[src/rtl/dds_frame_if.sv]
// dds_frame_if: host byte stream in, READY handshake and committed DDS parameter bus out.
interface dds_frame_if;
    logic [7:0]  RXD;
    logic        RXV;
    logic        READY;
    logic [15:0] F1H, F2H, DFWH;
    logic [31:0] F1L, F2L, DFWL;
    logic [13:0] PTW1, PTW2;
    logic [19:0] RAMPRATE;
    logic [2:0]  MODE;
    logic        TRAIANGLE, PLLEN, PLLRANGE;
    logic [4:0]  CLKMUILT;
    logic        CEN, BUSY, FRAME_OK, CSUM_ERR, MODE_ERR, TOUT_ERR;
    modport master (
        output RXD, RXV, READY,
        input  F1H, F2H, DFWH, F1L, F2L, DFWL, PTW1, PTW2, RAMPRATE, MODE,
               TRAIANGLE, PLLEN, PLLRANGE, CLKMUILT, CEN, BUSY, FRAME_OK,
               CSUM_ERR, MODE_ERR, TOUT_ERR
    );
    modport slave (
        input  RXD, RXV, READY,
        output F1H, F2H, DFWH, F1L, F2L, DFWL, PTW1, PTW2, RAMPRATE, MODE,
               TRAIANGLE, PLLEN, PLLRANGE, CLKMUILT, CEN, BUSY, FRAME_OK,
               CSUM_ERR, MODE_ERR, TOUT_ERR
    );
endinterface

[src/rtl/dds_frame_loader.sv]
// dds_frame_loader: parses 0xA5-headed 29-byte host frames into DDS parameters and
// runs the CEN/READY handshake with the DDS programmer.
module dds_frame_loader #(
    parameter int GAP_MAX     = 50000,
    parameter int RDY_TIMEOUT = 1000000
) (
    input logic       CLK,
    input logic       RST,
    dds_frame_if.slave bus
);
    localparam int GW = $clog2(GAP_MAX + 1);
    localparam int TW = $clog2(RDY_TIMEOUT + 1);
    typedef enum logic [2:0] {HUNT, PAYLOAD, CSUM, COMMIT, WAIT_RDY} state_t;
    typedef struct packed {
        logic [5:0]  cfg;
        logic [4:0]  mul;
        logic [47:0] f1;
        logic [47:0] f2;
        logic [47:0] dfw;
        logic [13:0] ptw1;
        logic [13:0] ptw2;
        logic [19:0] ramp;
    } params_t;
    state_t        state_q, state_d;
    logic [4:0]    idx_q, idx_d;
    logic [215:0]  shadow_q, shadow_d;
    logic [GW-1:0] gap_q, gap_d;
    logic [TW-1:0] tcnt_q, tcnt_d;
    logic [1:0]    rdy_q, rdy_d;
    params_t       par_q, par_d, par_new;
    logic          cen_q, cen_d;
    logic          frame_ok_q, frame_ok_d;
    logic          csum_err_q, csum_err_d;
    logic          mode_err_q, mode_err_d;
    logic          tout_q, tout_d;
    logic [7:0]    calc;
    logic          gap_out;
    // Shadow shifts bytes in at the bottom, so payload byte 0 (CFG) ends up in the top byte.
    assign par_new = '{
        cfg:  shadow_q[213:208],
        mul:  shadow_q[204:200],
        f1:   shadow_q[199:152],
        f2:   shadow_q[151:104],
        dfw:  shadow_q[103:56],
        ptw1: shadow_q[53:40],
        ptw2: shadow_q[37:24],
        ramp: shadow_q[19:0]
    };
    assign gap_out = gap_q == GW'(GAP_MAX - 1);
    assign rdy_d   = {rdy_q[0], bus.READY};
    always_comb begin
        calc = '0;
        for (int i = 0; i < 27; i++) calc ^= shadow_q[i*8 +: 8];
    end
    always_comb begin
        state_d    = state_q;
        idx_d      = idx_q;
        shadow_d   = shadow_q;
        gap_d      = '0;
        tcnt_d     = '0;
        par_d      = par_q;
        cen_d      = cen_q;
        frame_ok_d = 1'b0;
        csum_err_d = 1'b0;
        mode_err_d = 1'b0;
        tout_d     = tout_q;
        case (state_q)
            HUNT: begin
                if (bus.RXV && bus.RXD == 8'hA5) begin
                    state_d = PAYLOAD;
                    idx_d   = '0;
                end
            end
            PAYLOAD: begin
                if (bus.RXV) begin
                    shadow_d = {shadow_q[207:0], bus.RXD};
                    idx_d    = idx_q + 5'd1;
                    state_d  = idx_q == 5'd26 ? CSUM : PAYLOAD;
                end else begin
                    gap_d   = gap_q + GW'(1);
                    state_d = gap_out ? HUNT : PAYLOAD;
                end
            end
            CSUM: begin
                if (bus.RXV) begin
                    csum_err_d = bus.RXD != calc;
                    mode_err_d = bus.RXD == calc && shadow_q[210:208] > 3'd4;
                    state_d    = bus.RXD == calc && shadow_q[210:208] <= 3'd4 ? COMMIT : HUNT;
                end else begin
                    gap_d   = gap_q + GW'(1);
                    state_d = gap_out ? HUNT : CSUM;
                end
            end
            COMMIT: begin
                par_d      = par_new;
                cen_d      = 1'b1;
                frame_ok_d = 1'b1;
                tout_d     = 1'b0;
                state_d    = WAIT_RDY;
            end
            WAIT_RDY: begin
                if (rdy_q[1]) begin
                    cen_d   = 1'b0;
                    state_d = HUNT;
                end else if (tcnt_q == TW'(RDY_TIMEOUT - 1)) begin
                    cen_d   = 1'b0;
                    tout_d  = 1'b1;
                    state_d = HUNT;
                end else begin
                    tcnt_d = tcnt_q + TW'(1);
                end
            end
            default: state_d = HUNT;
        endcase
    end
    always_ff @(posedge CLK) begin
        if (RST) begin
            state_q    <= HUNT;
            idx_q      <= '0;
            shadow_q   <= '0;
            gap_q      <= '0;
            tcnt_q     <= '0;
            rdy_q      <= '0;
            par_q      <= '0;
            cen_q      <= 1'b0;
            frame_ok_q <= 1'b0;
            csum_err_q <= 1'b0;
            mode_err_q <= 1'b0;
            tout_q     <= 1'b0;
        end else begin
            state_q    <= state_d;
            idx_q      <= idx_d;
            shadow_q   <= shadow_d;
            gap_q      <= gap_d;
            tcnt_q     <= tcnt_d;
            rdy_q      <= rdy_d;
            par_q      <= par_d;
            cen_q      <= cen_d;
            frame_ok_q <= frame_ok_d;
            csum_err_q <= csum_err_d;
            mode_err_q <= mode_err_d;
            tout_q     <= tout_d;
        end
    end
    // BUSY spans exactly the CEN window: both rise at commit and fall when the handshake ends.
    assign bus.MODE      = par_q.cfg[2:0];
    assign bus.TRAIANGLE = par_q.cfg[3];
    assign bus.PLLEN     = par_q.cfg[4];
    assign bus.PLLRANGE  = par_q.cfg[5];
    assign bus.CLKMUILT  = par_q.mul;
    assign bus.F1H       = par_q.f1[47:32];
    assign bus.F1L       = par_q.f1[31:0];
    assign bus.F2H       = par_q.f2[47:32];
    assign bus.F2L       = par_q.f2[31:0];
    assign bus.DFWH      = par_q.dfw[47:32];
    assign bus.DFWL      = par_q.dfw[31:0];
    assign bus.PTW1      = par_q.ptw1;
    assign bus.PTW2      = par_q.ptw2;
    assign bus.RAMPRATE  = par_q.ramp;
    assign bus.CEN       = cen_q;
    assign bus.BUSY      = cen_q;
    assign bus.FRAME_OK  = frame_ok_q;
    assign bus.CSUM_ERR  = csum_err_q;
    assign bus.MODE_ERR  = mode_err_q;
    assign bus.TOUT_ERR  = tout_q;
endmodule
[src/flat_wrapper.sv]
// flat-port wrapper written by rule: the top's interface ports become plain ports
module dds_frame_loader_flat 
#(
    parameter int GAP_MAX     = 50000,
    parameter int RDY_TIMEOUT = 1000000
)
  (CLK, RST, bus_RXD, bus_RXV, bus_READY, bus_F1H, bus_F2H, bus_DFWH, bus_F1L, bus_F2L, bus_DFWL, bus_PTW1, bus_PTW2, bus_RAMPRATE, bus_MODE, bus_TRAIANGLE, bus_PLLEN, bus_PLLRANGE, bus_CLKMUILT, bus_CEN, bus_BUSY, bus_FRAME_OK, bus_CSUM_ERR, bus_MODE_ERR, bus_TOUT_ERR);
  dds_frame_if bus_i ();
  input logic CLK;
  input logic RST;
  input wire logic [$bits(bus_i.RXD)-1:0] bus_RXD;
  input wire logic [$bits(bus_i.RXV)-1:0] bus_RXV;
  input wire logic [$bits(bus_i.READY)-1:0] bus_READY;
  output wire logic [$bits(bus_i.F1H)-1:0] bus_F1H;
  output wire logic [$bits(bus_i.F2H)-1:0] bus_F2H;
  output wire logic [$bits(bus_i.DFWH)-1:0] bus_DFWH;
  output wire logic [$bits(bus_i.F1L)-1:0] bus_F1L;
  output wire logic [$bits(bus_i.F2L)-1:0] bus_F2L;
  output wire logic [$bits(bus_i.DFWL)-1:0] bus_DFWL;
  output wire logic [$bits(bus_i.PTW1)-1:0] bus_PTW1;
  output wire logic [$bits(bus_i.PTW2)-1:0] bus_PTW2;
  output wire logic [$bits(bus_i.RAMPRATE)-1:0] bus_RAMPRATE;
  output wire logic [$bits(bus_i.MODE)-1:0] bus_MODE;
  output wire logic [$bits(bus_i.TRAIANGLE)-1:0] bus_TRAIANGLE;
  output wire logic [$bits(bus_i.PLLEN)-1:0] bus_PLLEN;
  output wire logic [$bits(bus_i.PLLRANGE)-1:0] bus_PLLRANGE;
  output wire logic [$bits(bus_i.CLKMUILT)-1:0] bus_CLKMUILT;
  output wire logic [$bits(bus_i.CEN)-1:0] bus_CEN;
  output wire logic [$bits(bus_i.BUSY)-1:0] bus_BUSY;
  output wire logic [$bits(bus_i.FRAME_OK)-1:0] bus_FRAME_OK;
  output wire logic [$bits(bus_i.CSUM_ERR)-1:0] bus_CSUM_ERR;
  output wire logic [$bits(bus_i.MODE_ERR)-1:0] bus_MODE_ERR;
  output wire logic [$bits(bus_i.TOUT_ERR)-1:0] bus_TOUT_ERR;
  assign bus_i.RXD = bus_RXD;
  assign bus_i.RXV = bus_RXV;
  assign bus_i.READY = bus_READY;
  assign bus_F1H = bus_i.F1H;
  assign bus_F2H = bus_i.F2H;
  assign bus_DFWH = bus_i.DFWH;
  assign bus_F1L = bus_i.F1L;
  assign bus_F2L = bus_i.F2L;
  assign bus_DFWL = bus_i.DFWL;
  assign bus_PTW1 = bus_i.PTW1;
  assign bus_PTW2 = bus_i.PTW2;
  assign bus_RAMPRATE = bus_i.RAMPRATE;
  assign bus_MODE = bus_i.MODE;
  assign bus_TRAIANGLE = bus_i.TRAIANGLE;
  assign bus_PLLEN = bus_i.PLLEN;
  assign bus_PLLRANGE = bus_i.PLLRANGE;
  assign bus_CLKMUILT = bus_i.CLKMUILT;
  assign bus_CEN = bus_i.CEN;
  assign bus_BUSY = bus_i.BUSY;
  assign bus_FRAME_OK = bus_i.FRAME_OK;
  assign bus_CSUM_ERR = bus_i.CSUM_ERR;
  assign bus_MODE_ERR = bus_i.MODE_ERR;
  assign bus_TOUT_ERR = bus_i.TOUT_ERR;
  dds_frame_loader #(.GAP_MAX(GAP_MAX), .RDY_TIMEOUT(RDY_TIMEOUT)) u_core (.CLK(CLK), .RST(RST), .bus(bus_i));
endmodule
[config.mk]
export PLATFORM = sky130hd
export DESIGN_NAME = dds_frame_loader_flat
export DESIGN_NICKNAME = d
export VERILOG_FILES = /design/src/rtl/dds_frame_if.sv /design/src/rtl/dds_frame_loader.sv /design/src/flat_wrapper.sv
export SDC_FILE = /design/constraint.sdc
export NUM_CORES = 1
export LEC_CHECK = 0
export CORE_MARGIN = 1.5
export CORE_UTILIZATION = 45
export DETAILED_ROUTE_END_ITERATION = 10
export GPL_TIMING_DRIVEN = 0
export MAX_ROUTING_LAYER = met4
export PLACE_DENSITY = 0.77
export SETUP_SLACK_MARGIN = 0.02
export SLEW_MARGIN = 30
export SYNTH_ARGS = -nofsm -noshare
export SYNTH_HDL_FRONTEND = slang
export SYNTH_SLANG_ARGS = --single-unit
[constraint.sdc]
create_clock -name CLK -period 6.3 [get_ports CLK]
set_input_delay 1.89 -clock CLK [delete_from_list [all_inputs] [get_ports CLK]]
set_output_delay 1.89 -clock CLK [all_outputs]
set_load 0.02 [all_outputs]
-- Yosys cells after proc, flatten, opt, wreduce, memory -nomap -nowiden
Index checks and enable logic that the tools add are counted.
- reduce and logical (&&, ||, !) cells: 15
- bitwise logic cells: 30
- magnitude comparators: 2
- equality and inequality tests: 15
- multiplexer cells: 20
- $add $sub $neg: 3
- operator list (kind ; count):
    XOR 8 bit ; 26
    adder 20 x 1 -> 20 bit (second input constant) ; 1
    == test 20 bit (second input constant) ; 1
    adder 16 x 1 -> 16 bit (second input constant) ; 1
    == test 16 bit (second input constant) ; 1
    two-way mux 3 bit ; 5
    one-hot mux 3 bit (5 select lines) ; 1
    two-way mux 5 bit ; 2
    one-hot mux 5 bit (2 select lines) ; 1
    == test 8 bit ; 1
    == test 8 bit (second input constant) ; 1
    inequality test 8 bit ; 1
    == test 3 x 2 -> 1 bit (second input constant) ; 2
    two-way mux 1 bit ; 6
    two-way mux 2 bit ; 3
    AND reduction 2 bit ; 3
    AND reduction 3 bit ; 2
    OR reduction 3 bit ; 2
    adder 5 x 1 -> 5 bit (second input constant) ; 1
    == test 5 bit (second input constant) ; 1
    inequality test 2 x 1 -> 1 bit (second input constant) ; 2
    inequality test 2 bit (second input constant) ; 2
    NOT 1 bit ; 4
    one-hot mux 1 bit (2 select lines) ; 2
    other kinds (10) ; 13
- output and inout port bits: 209
- register bits after elaboration: 470
- input port bits: 12

-- Longest topological paths before layout
- depth in word-level cells: 31
- mapped depth: 8
- depth with buffers taken out: 7

-- Least setup slack after synthesis
No wires, ideal clock.
- path kind: input to register
- from: in bus_RXD[3]
- to: reg u_core.state_q[0]
- setup slack: 2.653 ns
- buffers on the path: 0
- required time: 6.213 ns
- stages: 7
- arrival: 3.560 ns
- cell sequence: xor2_1 xnor2_1 xnor3_1 xnor3_1 nor4_1 nand4_1 o31ai_1
- word-level cells in the longest chain between the ends: 5
- elaborated cells between the ends (all ways): 9
- classes of those cells: 3 x eq/ne; 3 x mux; 3 x reduce/logical
- RTL lines (item ; line ; source):
    from (decl) ; flat_wrapper.sv:11 ; input wire logic [$bits(bus_i.RXD)-1:0] bus_RXD;
    == test 8 bit ; dds_frame_loader.sv:88 ; state_d = bus.RXD == calc && shadow_q[210:208] <= 3'd4 ? COMMIT : HUNT;
    logical AND 1 bit ; dds_frame_loader.sv:88 ;
    two-way mux 2 bit ; dds_frame_loader.sv:88 ;
    two-way mux 3 bit ; dds_frame_loader.sv:85 ; if (bus.RXV) begin
    one-hot mux 3 bit (5 select lines) ; dds_frame_loader.sv:67 ; case (state_q)
    to (signal assigned) ; dds_frame_loader.sv:131 ; state_q <= state_d;
    to (decl) ; dds_frame_loader.sv:24 ; state_t state_q, state_d;
Parallel ways exist; a longest one is shown, timed or not.
A chain may end at the register's enable or synchronous reset.

-- Worst setup path after layout
- from: in bus_RXV
- to: reg u_core.shadow_q[85]
- word-level cells in the longest chain between the ends: 1
- RTL lines (item ; line ; source):
    from (decl) ; flat_wrapper.sv:12 ; input wire logic [$bits(bus_i.RXV)-1:0] bus_RXV;
    AND reduction 2 bit (no line) ; -- ;
    to (signal assigned) ; dds_frame_loader.sv:133 ; shadow_q <= shadow_d;
    to (decl) ; dds_frame_loader.sv:26 ; logic [215:0] shadow_q, shadow_d;
Every way passes these cells.

==> out/summary.txt <==
routed wire length - 51,200 um
area of the mapped netlist - 17,500 um2
vias - 14,500
Net Count, Synth - 1,860
PwrDens - 270 nW/um2
I/O pins - 221
Remaining DRCs - 0
DR iter-0 viols - 1,292
Core Area - 37,900 um2
routed len/inst - 19.2 um
Cell variety after synth - 36
Leakage - 7.39 nW
area grow syn2layout - 25.3%
final setup vio count - 0
critical path, cell by cell - clkdlybuf4s50_1 > and3b_1 > clkbuf_1 > clkbuf_1 > clkbuf_1 > nand2_1 > a21oi_1
register area share after synthesis - 53.9%
Slew HR - 42.2%
vias in the first global route - 14,000
Post-Syn Instances - 1,844
overall power - 5.91 mW
max cap viols - 0
initial antenna violation count - 0
Routed Antenna Nets - 0
EDFF count, synth - 0
Final Hold Vio Count - 0
VDD IR max - 214 uV
Critical Path Fanout Max - 10
Detail Placement HPWL - 37,700 um
clock root buffer - clkbuf_16
cell mode on critical path - clkbuf_1
Via density - 5.47
Largest stage delay, worst path - 0.66 ns
post-route setup TNS - 0 ns
total grt overflow - 0
crit end category - flop
Synth async-reset ratio - 0%
crit path kind - in2reg
achievable frequency - 241 MHz
RSZ-0062 raised after global routing - no
ant diodes - 0
clock slew at reported path FFs - 0.06 ns
Initial DRT Pass Iterations - 5
CP max-delay cell - clkdlybuf4s50_1
Port Buffer Count - 219
largest net degree at the start of global routing - 16
TritonCTS clock tree - done
R2R Setup Slk - 3.41 ns
Most used DFF post-synth - dfxtp_1
fin crit share - 66.0%
syn avg cell area - 9.47 um2
latest clock arrival within the worst-skew pair - 0.55 ns
Critical Path RT - 6.78 ns
first-pass GRT wire length - 78,800 um
postcts setup bufs - 0
worst slew pin tran - 0.866 ns
Slew Viols, Final - 0
Die Area - 40,000 um2
cell taking the most area after synthesis - dfxtp_1
H-tree levels - 2
outcome - finished, final reports clean
worst clock skew - 0.0119 ns
Gates resized, CTS repair - 0
effective utilization at floorplan - 46.1%
CP top delay family - buffers and inverters
top-area cell type share of the netlist area - 53.9%
commonest non-fill, non-tap cells in the layout - dfxtp_1, nand2_1, a21oi_1
Hold-fix buffers, CTS - 0
Total GRT Usage - 26.1%
layout cells sized above 1 - 3.77%
clock sinks - 470
Synth Warn # - 0
Nets - 2,128
Chip Height - 200 um
TritonCTS Buffers - 47
CP Buf/Inv Count - 4
fin crit period - 4.16 ns
Row Count - 71
Worst Setup Start Kind - input port
worst-case clock buffer depth - 3
synth top area cells - dfxtp_1, a22o_1, nand2_1
gpl congestion - 0.904
Die W - 200 um
Hold Path Class - reg2reg
crit path DAT - 4.64 ns
number of synthesized register bits - 470
leading cell type in the layout, fill and taps excluded - dfxtp_1
## cell usage after synthesis, types with 3 or more instances
cell type    n
and3_1       7
o21ai_0      7
nand3b_1     3
xnor2_1    187
inv_1        5
nor4b_1      3
clkbuf_1   113
nor2b_1      6
nand2b_1     3
xnor3_1     12
and4_1       3
nor4_1       4
xor2_1      37
ha_1         4
nor2_1      44
a21oi_1    226
dfxtp_1    470
nand3_1     11
nand2_1    449
nand4_1     12
or3_1        5
a22o_1     203
buf_1       11
## stage by stage
stage | hold WS [ns] | worst slack, ns | utilization, % | instance area [um2] | cells
floorplan | 0.414 | 2.65 | - | 17500 | 1844
global placement | 0.431 | 1.68 | 53.5 | 20300 | 2574
detailed placement | 0.440 | 1.66 | 53.5 | 20300 | 2574
CTS | 0.458 | 2.22 | 57.7 | 21900 | 2658
global route | 0.482 | 1.97 | 57.7 | 21900 | 2658
finish | 0.451 | 2.14 | 57.7 | 21900 | 2658
## final timing paths
check | from | endpoint | cells past startpoint
min reg2reg | u_core.rdy_q[0] | u_core.rdy_q[1] | 1
max reg2reg | u_core.state_q[1] | u_core.shadow_q[85] | 7
min | u_core.rdy_q[0] | u_core.rdy_q[1] | 1
max | bus_RXV | u_core.shadow_q[85] | 7
## routing by layer
metal | wire (um) | GRT usage, % | vias to the layer above
met2 | 23700 | 42.0 | 624
met4 | 2120 | 10.4 | 0
met1 | 21500 | 33.3 | 6978
met5 | 0 | - | -
met3 | 3890 | 3.80 | 129
li1 | - | - | 6795
## sequential cells by signal, summed over array words and instances (netlist names), 2 cells and up
name and count:
u_core.bus.CLKMUILT 5, u_core.bus.F1L 32, u_core.bus.MODE 3, u_core.bus.F2H 16, u_core.idx_q 5, u_core.bus.RAMPRATE 20, u_core.bus.F2L 32, u_core.bus.PTW2 14
u_core.bus.PTW1 14, u_core.bus.DFWL 32, u_core.gap_q 16, u_core.bus.F1H 16, u_core.tcnt_q 20, u_core.rdy_q 2, u_core.state_q 3, u_core.bus.DFWH 16
u_core.shadow_q 216
## power breakdown
| part | switching (mW) | internal, mW |
|---|---|---|
| sequential | 0.000295 | 2.97 |
| combinational | 0.0635 | 0.0243 |
| clock | 1.17 | 1.68 |
| total | 1.23 | 4.67 |
## worst reg2reg max path, delay by kind of cell, from the launching register on
kind	cells	cell delay (ns)
buf+inv	4	1.92
simple gates	2	0.29
compound gates	1	0.19
flops	1	0.40
## kinds of logic after synthesis
kind of cell	synth area share (%)
simple gates	13.2
flops	53.9
compound gates	17.1
xor+xnor	12.8
buf+inv	2.81
fa+ha+maj	0.286
## final cells by class
type | count | area [um2]
plain buffers | 125 | 473
well taps | 511 | 639
clock buffers | 60 | 1310
fillers | 3218 | 16000
repair buffers | 219 | 2190
multi-input cells | 1244 | 7570
clock inverters | 24 | 278
inverters | 5 | 18.8
flip-flops and latches | 470 | 9410
No activity file was read; power rests on OpenSTA's default activity.
